## config.mk

```make
export PLATFORM = sky130hd
export DESIGN_NAME = hazard_fwd_unit
export DESIGN_NICKNAME = d
export VERILOG_FILES = /design/src/rtl/hazard_pkg.sv /design/src/rtl/fwd_match.sv /design/src/rtl/hazard_fwd_unit.sv
export SDC_FILE = /design/constraint.sdc
export NUM_CORES = 1
export LEC_CHECK = 0
export BUFFER_PORTS_ARGS = -buffer_cell sky130_fd_sc_hd__clkbuf_2
export CAP_MARGIN = 10
export CELL_PAD_IN_SITES_DETAIL_PLACEMENT = 0
export CELL_PAD_IN_SITES_GLOBAL_PLACEMENT = 1
export CORE_ASPECT_RATIO = 1.1
export CORE_MARGIN = 5
export CORE_UTILIZATION = 44
export DETAILED_ROUTE_END_ITERATION = 10
export GPL_TIMING_DRIVEN = 0
export MAX_ROUTING_LAYER = met4
export PLACE_DENSITY = 0.87
export SYNTH_ARGS = -nofsm -noshare
export SYNTH_HDL_FRONTEND = slang
export SYNTH_HIERARCHICAL = 1
export SYNTH_SLANG_ARGS = --single-unit
```

## constraint.sdc

```tcl
create_clock -name clk -period 2.59 [get_ports clk]
set_clock_uncertainty 0.05 [all_clocks]
set_input_delay 0.1295 -clock clk [delete_from_list [all_inputs] [get_ports clk]]
set_output_delay 0.1295 -clock clk [all_outputs]
set_load 0.01 [all_outputs]
```

## src/rtl/hazard_pkg.sv

```systemverilog
// hazard_pkg: shared types and constants for the hazard / forwarding unit.
// Entries store register numbers at the widest legal address width, so a single
// typedef serves every REG_AW. Narrower addresses are zero-extended on entry.
package hazard_pkg;

  localparam int MAX_AW = 6;
  localparam int FWD_RF = 0;
  localparam logic [MAX_AW-1:0] ZERO_REG = '0;

  typedef struct packed {
    logic              valid;
    logic [MAX_AW-1:0] rd;
    logic              reg_write;
    logic              mem_read;
  } prod_entry_t;

  typedef struct packed {
    logic              valid;
    logic [MAX_AW-1:0] rs;
    logic [MAX_AW-1:0] rt;
    logic              uses_rs;
    logic              uses_rt;
    logic [MAX_AW-1:0] rd;
    logic              reg_write;
    logic              mem_read;
  } ex_entry_t;

  function automatic logic params_ok(int aw, int depth, int lat);
    return (aw >= 3) && (aw <= 6) && (depth >= 2) && (depth <= 4) &&
           (lat >= 1) && (lat <= depth - 1);
  endfunction

endpackage

```

## src/rtl/fwd_match.sv

```systemverilog
// fwd_match: picks the youngest producer stage that can supply one EX operand.
// A load is eligible only once it has travelled LOAD_LAT stages past EX.
module fwd_match
  import hazard_pkg::*;
#(
  parameter int DEPTH    = 2,
  parameter int LOAD_LAT = 1,
  parameter int SW       = 2
) (
  input  logic [MAX_AW-1:0]       src,
  input  logic                    uses,
  input  prod_entry_t [DEPTH:1]   prod,
  output logic [SW-1:0]           sel
);

  // Scan from oldest to youngest so the youngest eligible match is the one left in sel.
  always_comb begin
    sel = SW'(FWD_RF);
    for (int k = DEPTH; k >= 1; k--) begin
      if (uses && prod[k].valid && prod[k].reg_write &&
          (prod[k].rd == src) && (src != ZERO_REG) &&
          (!prod[k].mem_read || (k >= 1 + LOAD_LAT))) begin
        sel = SW'(k);
      end
    end
  end

endmodule

```

## src/rtl/hazard_fwd_unit.sv

```systemverilog
// hazard_fwd_unit: tracks the EX stage and FWD_DEPTH producer stages, selects
// EX operand forwarding, and generates load-use / branch stalls and redirect flushes.
// Optional macro HAZ_PERF_CNT_EN adds stall_cycles and flush_count counters.
module hazard_fwd_unit
  import hazard_pkg::*;
#(
  parameter int REG_AW    = 5,
  parameter int FWD_DEPTH = 2,
  parameter int LOAD_LAT  = 1
) (
  input  logic                             clk,
  input  logic                             rst,
  input  logic                             ext_stall,
  input  logic                             id_valid,
  input  logic [REG_AW-1:0]                id_rs,
  input  logic [REG_AW-1:0]                id_rt,
  input  logic                             id_uses_rs,
  input  logic                             id_uses_rt,
  input  logic [REG_AW-1:0]                id_rd,
  input  logic                             id_reg_write,
  input  logic                             id_mem_read,
  input  logic                             id_branch,
  input  logic                             id_redirect,
  output logic                             pc_load,
  output logic                             ifid_load,
  output logic                             ifid_flush,
  output logic                             idex_bubble,
  output logic [$clog2(FWD_DEPTH+1)-1:0]   fwd_a,
  output logic [$clog2(FWD_DEPTH+1)-1:0]   fwd_b
`ifdef HAZ_PERF_CNT_EN
  ,
  output logic [31:0]                      stall_cycles,
  output logic [31:0]                      flush_count
`endif
);

  localparam int SW = $clog2(FWD_DEPTH + 1);

  if (!params_ok(REG_AW, FWD_DEPTH, LOAD_LAT)) begin : g_param_err
    $error("hazard_fwd_unit: illegal REG_AW / FWD_DEPTH / LOAD_LAT combination");
  end

  ex_entry_t                   ex_q;
  ex_entry_t                   ex_next;
  prod_entry_t [FWD_DEPTH:1]   prod_q;
  logic [MAX_AW-1:0]           rs_x;
  logic [MAX_AW-1:0]           rt_x;
  logic                        rs_hot;
  logic                        rt_hot;
  logic                        load_use;
  logic                        branch_haz;
  logic                        hazard_stall;

  assign rs_x   = MAX_AW'(id_rs);
  assign rt_x   = MAX_AW'(id_rt);
  assign rs_hot = id_valid && id_uses_rs && (rs_x != ZERO_REG);
  assign rt_hot = id_valid && id_uses_rt && (rt_x != ZERO_REG);

  // Compare ID sources against in-flight loads that are not yet forwardable, and
  // against any pending writer a branch in ID would need to compare early.
  always_comb begin
    load_use   = 1'b0;
    branch_haz = 1'b0;
    if (ex_q.valid && ex_q.mem_read &&
        ((rs_hot && ex_q.rd == rs_x) || (rt_hot && ex_q.rd == rt_x))) begin
      load_use = 1'b1;
    end
    for (int p = 1; p < LOAD_LAT; p++) begin
      if (prod_q[p].valid && prod_q[p].mem_read &&
          ((rs_hot && prod_q[p].rd == rs_x) || (rt_hot && prod_q[p].rd == rt_x))) begin
        load_use = 1'b1;
      end
    end
    if (id_branch) begin
      if (ex_q.valid && ex_q.reg_write &&
          ((rs_hot && ex_q.rd == rs_x) || (rt_hot && ex_q.rd == rt_x))) begin
        branch_haz = 1'b1;
      end
      for (int p = 1; p < FWD_DEPTH; p++) begin
        if (prod_q[p].valid && prod_q[p].reg_write &&
            ((rs_hot && prod_q[p].rd == rs_x) || (rt_hot && prod_q[p].rd == rt_x))) begin
          branch_haz = 1'b1;
        end
      end
    end
  end

  assign hazard_stall = load_use || branch_haz;

  // Pipeline control: reset forces a free-running pipe, then ext_stall, stall, flush in priority order.
  always_comb begin
    pc_load     = 1'b1;
    ifid_load   = 1'b1;
    ifid_flush  = 1'b0;
    idex_bubble = 1'b0;
    if (rst) begin
      pc_load = 1'b1;
    end else if (ext_stall) begin
      pc_load   = 1'b0;
      ifid_load = 1'b0;
    end else if (hazard_stall) begin
      pc_load     = 1'b0;
      ifid_load   = 1'b0;
      idex_bubble = 1'b1;
    end else if (id_redirect && id_valid) begin
      ifid_flush = 1'b1;
    end
  end

  // Next EX entry: the ID instruction, or an invalid bubble when ID is empty or stalled.
  always_comb begin
    ex_next = '0;
    if (id_valid && !hazard_stall) begin
      ex_next.valid     = 1'b1;
      ex_next.rs        = rs_x;
      ex_next.rt        = rt_x;
      ex_next.uses_rs   = id_uses_rs;
      ex_next.uses_rt   = id_uses_rt;
      ex_next.rd        = MAX_AW'(id_rd);
      ex_next.reg_write = id_reg_write;
      ex_next.mem_read  = id_mem_read;
    end
  end

  // Advance the EX and producer shift chain unless the whole pipe is frozen.
  always_ff @(posedge clk or posedge rst) begin
    if (rst) begin
      ex_q   <= '0;
      prod_q <= '0;
    end else if (!ext_stall) begin
      prod_q[1] <= '{valid: ex_q.valid, rd: ex_q.rd,
                     reg_write: ex_q.reg_write, mem_read: ex_q.mem_read};
      for (int k = 2; k <= FWD_DEPTH; k++) begin
        prod_q[k] <= prod_q[k-1];
      end
      ex_q <= ex_next;
    end
  end

  fwd_match #(.DEPTH(FWD_DEPTH), .LOAD_LAT(LOAD_LAT), .SW(SW)) u_match_a (
    .src  (ex_q.rs),
    .uses (ex_q.uses_rs),
    .prod (prod_q),
    .sel  (fwd_a)
  );

  fwd_match #(.DEPTH(FWD_DEPTH), .LOAD_LAT(LOAD_LAT), .SW(SW)) u_match_b (
    .src  (ex_q.rt),
    .uses (ex_q.uses_rt),
    .prod (prod_q),
    .sel  (fwd_b)
  );

`ifdef HAZ_PERF_CNT_EN
  // Count hazard stall cycles (frozen cycles excluded) and issued flushes; both wrap naturally.
  always_ff @(posedge clk or posedge rst) begin
    if (rst) begin
      stall_cycles <= '0;
      flush_count  <= '0;
    end else begin
      if (!ext_stall && hazard_stall) stall_cycles <= stall_cycles + 32'd1;
      if (ifid_flush)                 flush_count  <= flush_count + 32'd1;
    end
  end
`endif

endmodule
```

==> flow_metrics.tcl, run 1 <==
set metrics [dict create \
    syn_area_mm2 0.00213 \
    viasPerCell 5.42 \
    h-tree-depth 2 \
    hp-start "id_rd[1]" \
    finalCritPeriodShare 0.947 \
    ioPinCount 33 \
    p_comb_frac 0.179 \
    setup_ws_ns 0.138 \
    antenna_left 0 \
    clkPwrFrac 0.348 \
    grt_overflow 0 \
    first_pass_iters 4 \
    rr_startpoint "prod_q[3]" \
    p_per_area_mw_per_mm2 565 \
    min_period_ns 2.45 \
    vias 1718 \
    wl_mm 5.12 \
    cts-root-buf "clkbuf_8" \
    start_kind "flop" \
    dieArea_mm2 0.00633 \
    drt_iter0_markers 48 \
    cp.buffers_inverters 3 \
    post-route-drc-count 0 \
    cp_slowest_cell "dfrtp_1" \
    worstSetupPathType "flop to output pin" \
    reg2reg_slack_ns 0.56 \
    clk_pin_slew_ns 0.07 \
    crit_family "flip-flops" \
    r2r-end "ex_q[9]" \
    ir_drop_uv 409 \
    fin_area_mm2 0.00258 \
    startpoint "prod_q[3]" \
    grt_max_degree 21 \
    hold_viol 0 \
    slew_viol_final 0 \
    p_int_mw 1.05 \
    antenna_cells 0 \
    portBuffers 31 \
    dp_hpwl_mm 3.87 \
    cts_max_path_buffers 2 \
    row_count 26 \
    placed_cell_area_mm2 0.00241 \
    fmax_mhz 408 \
    synth_warnings 6 \
    initial_utilization 0.454 \
    grt_pass1_wl_mm 8.94 \
    pwr-share-seq 0.473 \
    cts_made_buffers 5 \
    p_sw_frac 0.276 \
    drive_above_1_share 0.291 \
    cp-end-kind "output pin" \
    worst_pin_slew_ns 0.770 \
    cp_max_fo 10 \
    preCtsSetupSlack_ns 0.266 \
    syn_area_per_cell_um2 10.2 \
    drv_cap 0 \
    outcome "finished, final reports clean" \
    utilization 0.550 \
    fin_nets 285 \
    crit_cells 8 \
    cts_sinks 35 \
    netlist_instances 209 \
    crit_path_end "pc_load" \
    crit_chain "xor2_1, nor4_2, nand3_1, a211oi_4, buf_6, o31ai_1, buf_4, clkbuf_2" \
    crit_path_max_incr_delay_ns 0.50 \
    track_usage 0.179 \
    p_sw_mw 0.401 \
    die_x_um 76.3 \
    whs_ns 0.00469 \
    rr_worst_depth 7 \
    antenna_found_initial 0 \
    place_congestion 0.859 \
    post_drt_wl_per_cell_um 16.2 \
    coreArea_mm2 0.00468 \
    power.static_leakage_nw 1.16 \
    slew_headroom 0.486 \
    tritoncts "yes" \
    hold_class "input pin to flop" \
    cp.required_ns 2.41 \
    syn_to_final_growth_pct 21.0 \
    clk_latency_ns 0.29 \
    grt_pass1_vias 1802 \
    worstPathArrival_ns 2.27 \
    setup_viol 0 \
    finalPower_mw 1.45 \
    fp.dieH_um 82.9 \
]
per-layer routing:
layer	track usage	part of all wire	vias to the layer above
met2	0.297	0.51	56
met1	0.216	0.41	810
met3	0.0368	0.055	10
met4	0.0636	0.021	0
met5	-	0	-
li1	-	-	842
tightest hold or removal path, stage by stage:
cell and delay (ns):
clkbuf_2 0.08, nand2_1 0.05, o31ai_1 0.05
sequential cells by signal, summed over array words and instances, names as in the netlist:
register	flops
prod_q	15
ex_q	20
power by group through the flow:
stage	logic, mW	registers [mW]	clock network, mW
after floorplan	0.195	0.669	0
after global placement	0.246	0.695	0
after detailed placement	0.257	0.697	0
after CTS	0.260	0.687	0.512
after global routing	0.294	0.697	0.534
final	0.260	0.687	0.506
how the worst min path moves through the flow:
stage | endpoint | slack, ns | depth (start not counted)
floorplan | ex_q[0] | 0.21 | 2
global placement | ex_q[3] | 0.30 | 3
detailed placement | ex_q[1] | 0.24 | 2
CTS | ex_q[3] | 0.00003 | 3
global route | ex_q[2] | 0.01 | 3
finish | ex_q[3] | 0.005 | 3
per-stage QoR:
| step | cells | TNS (ns) |
|---|---|---|
| floorplan | 218 | 0 |
| global placement | 305 | 0 |
| detailed placement | 306 | 0 |
| CTS | 317 | 0 |
| global route | 317 | -0.00982 |
| finish | 317 | 0 |
cells in the final DEF (no fill, tap or decap), types with 2 or more instances in the layout:
master,instances
xor2_1,23
o31ai_4,2
dfrtp_1,32
nand4_1,7
or4_4,2
or4_1,3
conb_1,10
nand2_1,39
o41ai_1,7
buf_4,3
mux2_2,15
o21a_1,2
clkbuf_8,6
clkbuf_2,32
xnor2_1,21
nor2_1,2
nor3_2,4
o31ai_1,14
buf_6,2
dfrtp_2,3
clkbuf_1,6
nor4_2,2
nor4_1,5
inv_1,6
area by class of cell:
cell class | count | area (um^2)
clock inverters | 2 | 35.0
inverters | 6 | 22.5
clock buffers | 6 | 82.6
multi-input cells | 166 | 1220
well taps | 56 | 70.1
repair buffers | 35 | 208
plain buffers | 11 | 62.6
fillers | 432 | 2110
flip-flops and latches | 35 | 880
repair_timing:
action | in CTS | in global routing
hold buffers | 1 | 0
gates resized for setup | 1 | 6
pin swaps | 1 | 3
buffers inserted | 2 | 0
endpoints found under the hold margin | 17 | 0
endpoints found under the setup margin | 1 | 4
Note: power is estimated with default switching activity, not from simulation.
==> run 2, diff against run 1 <==
- CORE_UTILIZATION: 44 -> 43
- SYNTH_HIERARCHICAL: 1 -> not set
==> run 2 against run 1 <==
  * Cell count down 3.8%
  * Non-clock buffer count up 5
  * Count of clock-buffer cells in the layout up 1
  * Total power down 5.2%
  * Fmax up 2.8%
  * Sequential share of layout area up 1.8 points
  * First-iteration DRC count up 29%
  * Register-to-register slack better by 0.20 ns
  * Worst setup slack better by 0.066 ns
  * Synthesized cell count down 1.9%
  * Cell area down 5.3%
  * Critical endpoint unchanged
  * Largest power group unchanged
==> flow_metrics.tcl, run 2 <==
set metrics [dict create \
    outcome "finished, final reports clean" \
    place_congestion 0.834 \
    synth_top_area_cell "dfrtp_1" \
    hold_viol 0 \
    crit_chain "xnor2_1, nand4_1, nor4_1, o21a_1, clkbuf_2, o31ai_1, buf_4, clkbuf_2" \
    start_kind "flop" \
    syn_area_mm2 0.00205 \
    synthFlopType "dfrtp_1" \
    top_regs "ex_q: 20 flops, prod_q: 15 flops" \
    synth-edff-count 0 \
    cp_slowest_cell "dfrtp_1" \
    post-route-drc-count 0 \
    dp_hpwl_mm 3.90 \
    tns_ns 0 \
    synthMostInstantiatedCell "nand2_1" \
    syn_to_final_growth_pct 19.2 \
    finalCritPeriodShare 0.921 \
    tritoncts "yes" \
    first_pass_iters 4 \
    cts_setup_buffers 0 \
    die_x_um 75.8 \
    portBuffers 32 \
    min_period_ns 2.39 \
    antenna_left 0 \
    final_common_cell "nand2_1" \
    syn_nets 230 \
    reg2reg_slack_ns 0.76 \
    top_register "ex_q" \
    cp.required_ns 2.41 \
    slew_viol_final 0 \
    antenna_cells 0 \
    cts-root-buf "clkbuf_8" \
    fmax_mhz 419 \
    dieArea_mm2 0.00624 \
    r2r-end "ex_q[6]" \
    track_usage 0.186 \
    synthTopCellsByArea "dfrtp_1 (43%), xor2_1 (9.8%), mux2_2 (8.3%), xnor2_1 (7.3%), nand2_1 (6.6%)" \
    p_per_area_mw_per_mm2 566 \
    cp_common_cell "clkbuf_2" \
    fp.dieH_um 82.3 \
    worstSetupPathType "flop to output pin" \
    row_count 26 \
    synth.distinct_cells 26 \
    h-tree-depth 2 \
    rr_startpoint "ex_q[2]" \
    grt_max_degree 23 \
    antenna_found_initial 0 \
    hold_class "input pin to flop" \
    largest_reg_flops 20 \
    preCtsSetupSlack_ns 0.389 \
    post_drt_wl_per_cell_um 16.7 \
    grt_overflow 0 \
    cp-end-kind "output pin" \
    drt_iter0_markers 62 \
    fin_nets 273 \
    power.static_leakage_nw 1.14 \
    drv_cap 0 \
    worstPathArrival_ns 2.21 \
    coreArea_mm2 0.00462 \
    clk_latency_ns 0.29 \
    rr_worst_depth 6 \
    crit_path_max_incr_delay_ns 0.44 \
    clk_pin_slew_ns 0.07 \
    yosysSeqAreaShare 0.428 \
    ys_top_cells_by_count "nand2_1 (36), dfrtp_1 (35), xor2_1 (23)" \
    hold_end "ex_q[2]" \
    cts_made_buffers 5 \
    cp_max_fo 10 \
    hp-start "id_rd[0]" \
    grt_pass1_wl_mm 8.24 \
    rsz0062_at_grt "false" \
    syn_area_per_cell_um2 9.98 \
    vias 1631 \
    synth_warnings 0 \
    holdPathStages 3 \
    setup_viol 0 \
    viasPerCell 5.35 \
    yosysTopAreaCellShare 0.428 \
    worst_pin_slew_ns 0.669 \
    initial_utilization 0.443 \
    setup_ws_ns 0.203 \
    mostFrequentLayoutCells "nand2_1 (36), dfrtp_1 (35), clkbuf_2 (33)" \
    postSynthRegisterBits 35 \
    slew_headroom 0.553 \
    drive_above_1_share 0.269 \
    grt_pass1_vias 1640 \
    synthArstFlopShare 1.00 \
    cts_max_path_buffers 2 \
    ir_drop_uv 443 \
    cts_sinks 35 \
    netlist_instances 205 \
    ioPinCount 33 \
    wl_mm 5.08 \
]
## run 2: how the worst max path moves through the flow
| stage | slack [ns] | from | end | depth (start not counted) |
|---|---|---|---|---|
| floorplan | 0.66 | prod_q[2] | pc_load | 8 |
| global placement | 0.36 | ex_q[6] | pc_load | 7 |
| detailed placement | 0.39 | ex_q[2] | pc_load | 8 |
| CTS | 0.04 | ex_q[2] | pc_load | 8 |
| global route | 0.06 | prod_q[2] | pc_load | 9 |
| finish | 0.20 | ex_q[2] | pc_load | 8 |
## run 2: timing repair
item                                   CTS  global route
hold buffers                             3             0
endpoints found under the hold margin   16             0
resized for setup                        0             1
setup endpoints to repair                0             1
## run 2: cell type report
| type | count | area, um^2 |
|---|---|---|
| repair buffers | 36 | 218 |
| fillers | 441 | 2180 |
| inverters | 6 | 22.5 |
| well taps | 56 | 70.1 |
| plain buffers | 15 | 97.6 |
| flip-flops and latches | 35 | 876 |
| clock buffers | 7 | 96.3 |
| multi-input cells | 149 | 1050 |
| clock inverters | 1 | 7.51 |
## run 2: report_power, final
group	total, mW	switching [mW]	internal (mW)
sequential	0.662	0.0605	0.601
combinational	0.274	0.133	0.141
clock	0.443	0.201	0.242
## run 2: cell families (layout without fill, tap and decap cells)
logic type | after synthesis | count (layout) | share of synthesized area
buffers and inverters | 21 | 65 | 0.0581
XOR/XNOR | 40 | 40 | 0.171
flip-flops | 35 | 35 | 0.428
AND/OR/NAND/NOR | 65 | 65 | 0.149
AO/OA/AOI/OAI | 29 | 29 | 0.111
multiplexers | 15 | 15 | 0.0826
## run 2: critical path: cells and delay by family, from the launching register on
| family | cells | cell delay [ns] |
|---|---|---|
| buffers and inverters | 3 | 0.55 |
| flip-flops | 1 | 0.44 |
| AO/OA/AOI/OAI | 2 | 0.40 |
| AND/OR/NAND/NOR | 2 | 0.36 |
| XOR/XNOR | 1 | 0.17 |
## run 2: layer usage
| metal | global-route usage | up-vias | routed length [um] |
|---|---|---|---|
| li1 | - | 800 | - |
| met1 | 0.223 | 777 | 2160 |
| met2 | 0.304 | 47 | 2580 |
| met3 | 0.0484 | 7 | 271 |
| met4 | 0.0577 | 0 | 68 |
| met5 | - | - | 0 |
## run 2: per-stage QoR
step	cells	instance area, um^2	total power [mW]	hold WS [ns]	util
floorplan	205	2050	0.852	0.213	-
global placement	293	2280	0.930	0.301	0.493
detailed placement	294	2300	0.945	0.209	0.499
CTS	305	2440	1.39	0.00253	0.528
global route	305	2440	1.45	0.00943	0.528
finish	305	2440	1.38	0.00179	0.528
==> run 3, diff against run 2 <==
==> constraint.sdc (replaced) <==
create_clock -name clk -period 2.59 [get_ports clk]
set_clock_uncertainty 0.05 [all_clocks]
set_input_delay 0.518 -clock clk [delete_from_list [all_inputs] [get_ports clk]]
set_output_delay 0.518 -clock clk [all_outputs]
set_load 0.01 [all_outputs]
==> run 3 against run 2 <==
  * The flow now finishes with violations (setup timing)
  * Non-clock buffer count rose by 2
  * Total power increased by 0.94%
  * Combinational power up 4%
  * Critical endpoint is now ifid_flush
==> flow_metrics.tcl, run 3 (same netlist as run 2, synthesis figures left out) <==
set metrics [dict create \
    initial_utilization 0.443 \
    ioPinCount 33 \
    fill_cells 443 \
    mostFrequentLayoutCells "nand2_1 (36), dfrtp_1 (35), clkbuf_2 (28)" \
    whs_ns 0.258 \
    cts_max_path_buffers 2 \
    slew_viol_final 0 \
    tns_ns -0.00101 \
    first_pass_iters 4 \
    grt_pass1_vias 1668 \
    grt_pass1_wl_mm 8.36 \
    p_per_area_mw_per_mm2 561 \
    track_usage 0.189 \
    placed_cells 294 \
    cp_common_cell "buf_6" \
    vias 1685 \
    worst_pin_slew_ns 0.682 \
    fmax_mhz 386 \
    worstSetupPathType "flop to output pin" \
    utilization 0.537 \
    setup_ws_ns -0.00101 \
    syn_to_final_growth_pct 21.3 \
    finalPower_mw 1.39 \
    hold_class "input pin to async pin" \
    failed_checks "setup timing" \
    tritoncts "yes" \
    row_count 26 \
    fp.dieH_um 82.3 \
    dieArea_mm2 0.00624 \
    cp.required_ns 2.02 \
    fin_nets 275 \
    post_drt_wl_per_cell_um 17.2 \
    worstPathArrival_ns 2.02 \
    coreArea_mm2 0.00462 \
    clk_pin_slew_ns 0.07 \
    crit_family "buffers and inverters" \
    finalNonFillerCells 307 \
    cp_max_fo 10 \
    fin_area_mm2 0.00248 \
    antenna_found_initial 0 \
    top_regs "ex_q: 20 flops, prod_q: 15 flops" \
    antenna_left 0 \
    drt_iter0_markers 48 \
    min_period_ns 2.59 \
    start_kind "flop" \
    grt_max_degree 23 \
    hold_viol 0 \
    h-tree-depth 2 \
    slew_headroom 0.545 \
    portBuffers 32 \
    cts_sinks 35 \
    placed_cell_area_mm2 0.00230 \
    drv_cap 0 \
    final_common_cell "nand2_1" \
    cts-root-buf "clkbuf_8" \
    preCtsSetupSlack_ns -0.199 \
    drive_above_1_share 0.307 \
    cp.buffers_inverters 4 \
    wl_mm 5.27 \
    largest_reg_flops 20 \
    cp_slowest_cell "dfrtp_1" \
    cp-end-kind "output pin" \
    crit_path_max_incr_delay_ns 0.37 \
    place_congestion 0.834 \
    finalCritPeriodShare 1.00 \
    clk_latency_ns 0.29 \
    rsz0062_at_grt "true" \
    post-route-drc-count 0 \
    setup_viol 1 \
    top_register "ex_q" \
    dp_hpwl_mm 3.90 \
    outcome "finished, violations left" \
    crit_chain "buf_6, buf_4, xor2_1, nor3_1, o21a_2, buf_6, nor4_2, buf_2" \
    power.static_leakage_nw 1.16 \
    cts_made_buffers 5 \
    antenna_cells 0 \
    viasPerCell 5.49 \
    ir_drop_uv 445 \
    grt_overflow 0 \
    die_x_um 75.8 \
]
[run 3: changes by cell type in the layout (fill, tap and decap cells not counted), sizes merged]
cell / previous run / this run
dlygate4sd3: 3 / 0
buf: 12 / 22
clkbuf: 43 / 38
[run 3: layout make-up]
cell class / count / area [um^2] / share of cell area
Multi-Input combinational cell: 149 / 1070 / 0.431
Sequential cell: 35 / 876 / 0.353
Timing Repair Buffer: 40 / 248 / 0.0998
Clock buffer: 7 / 96.3 / 0.0388
Buffer: 13 / 91.3 / 0.0368
Tap cell: 56 / 70.1 / 0.0282
Inverter: 6 / 22.5 / 0.00907
Clock inverter: 1 / 7.51 / 0.00302
[run 3: metal layers]
metal	GRT usage	wire length, um	vias to the layer above
met5	-	0	-
met4	0.0577	104	0
met3	0.0484	349	10
met2	0.313	2670	52
met1	0.224	2150	806
li1	-	-	817
[run 3: worst paths after layout]
| path | from | end | slack (ns) | cells after the start |
|---|---|---|---|---|
| setup reg to reg | prod_q[2] | ex_q[8] | 0.67 | 8 |
| max in group asynchronous | rst | ex_q[6] | 1.69 | 3 |
| setup / recovery | prod_q[2] | ifid_flush | -0.001 | 8 |
| hold reg to reg | ex_q[9] | ex_q[9] | 0.47 | 2 |
| min in group clk | id_rd[0] | ex_q[2] | 0.39 | 3 |
| hold / removal | rst | ex_q[18] | 0.26 | 2 |
[run 3: what timing repair did]
item	in CTS	in global routing
pin swaps	3	5
endpoints found under the hold margin	0	0
resized for setup	5	14
endpoints found under the setup margin	4	6
buffers inserted	3	4
hold buffers	0	0
[run 3: report_power, final]
part	switching (mW)	total, mW	leakage, nW	internal (mW)
sequential	0.0621	0.664	0.454	0.602
combinational	0.137	0.284	0.654	0.147
clock	0.203	0.445	0.0505	0.242
total	0.403	1.39	1.16	0.990
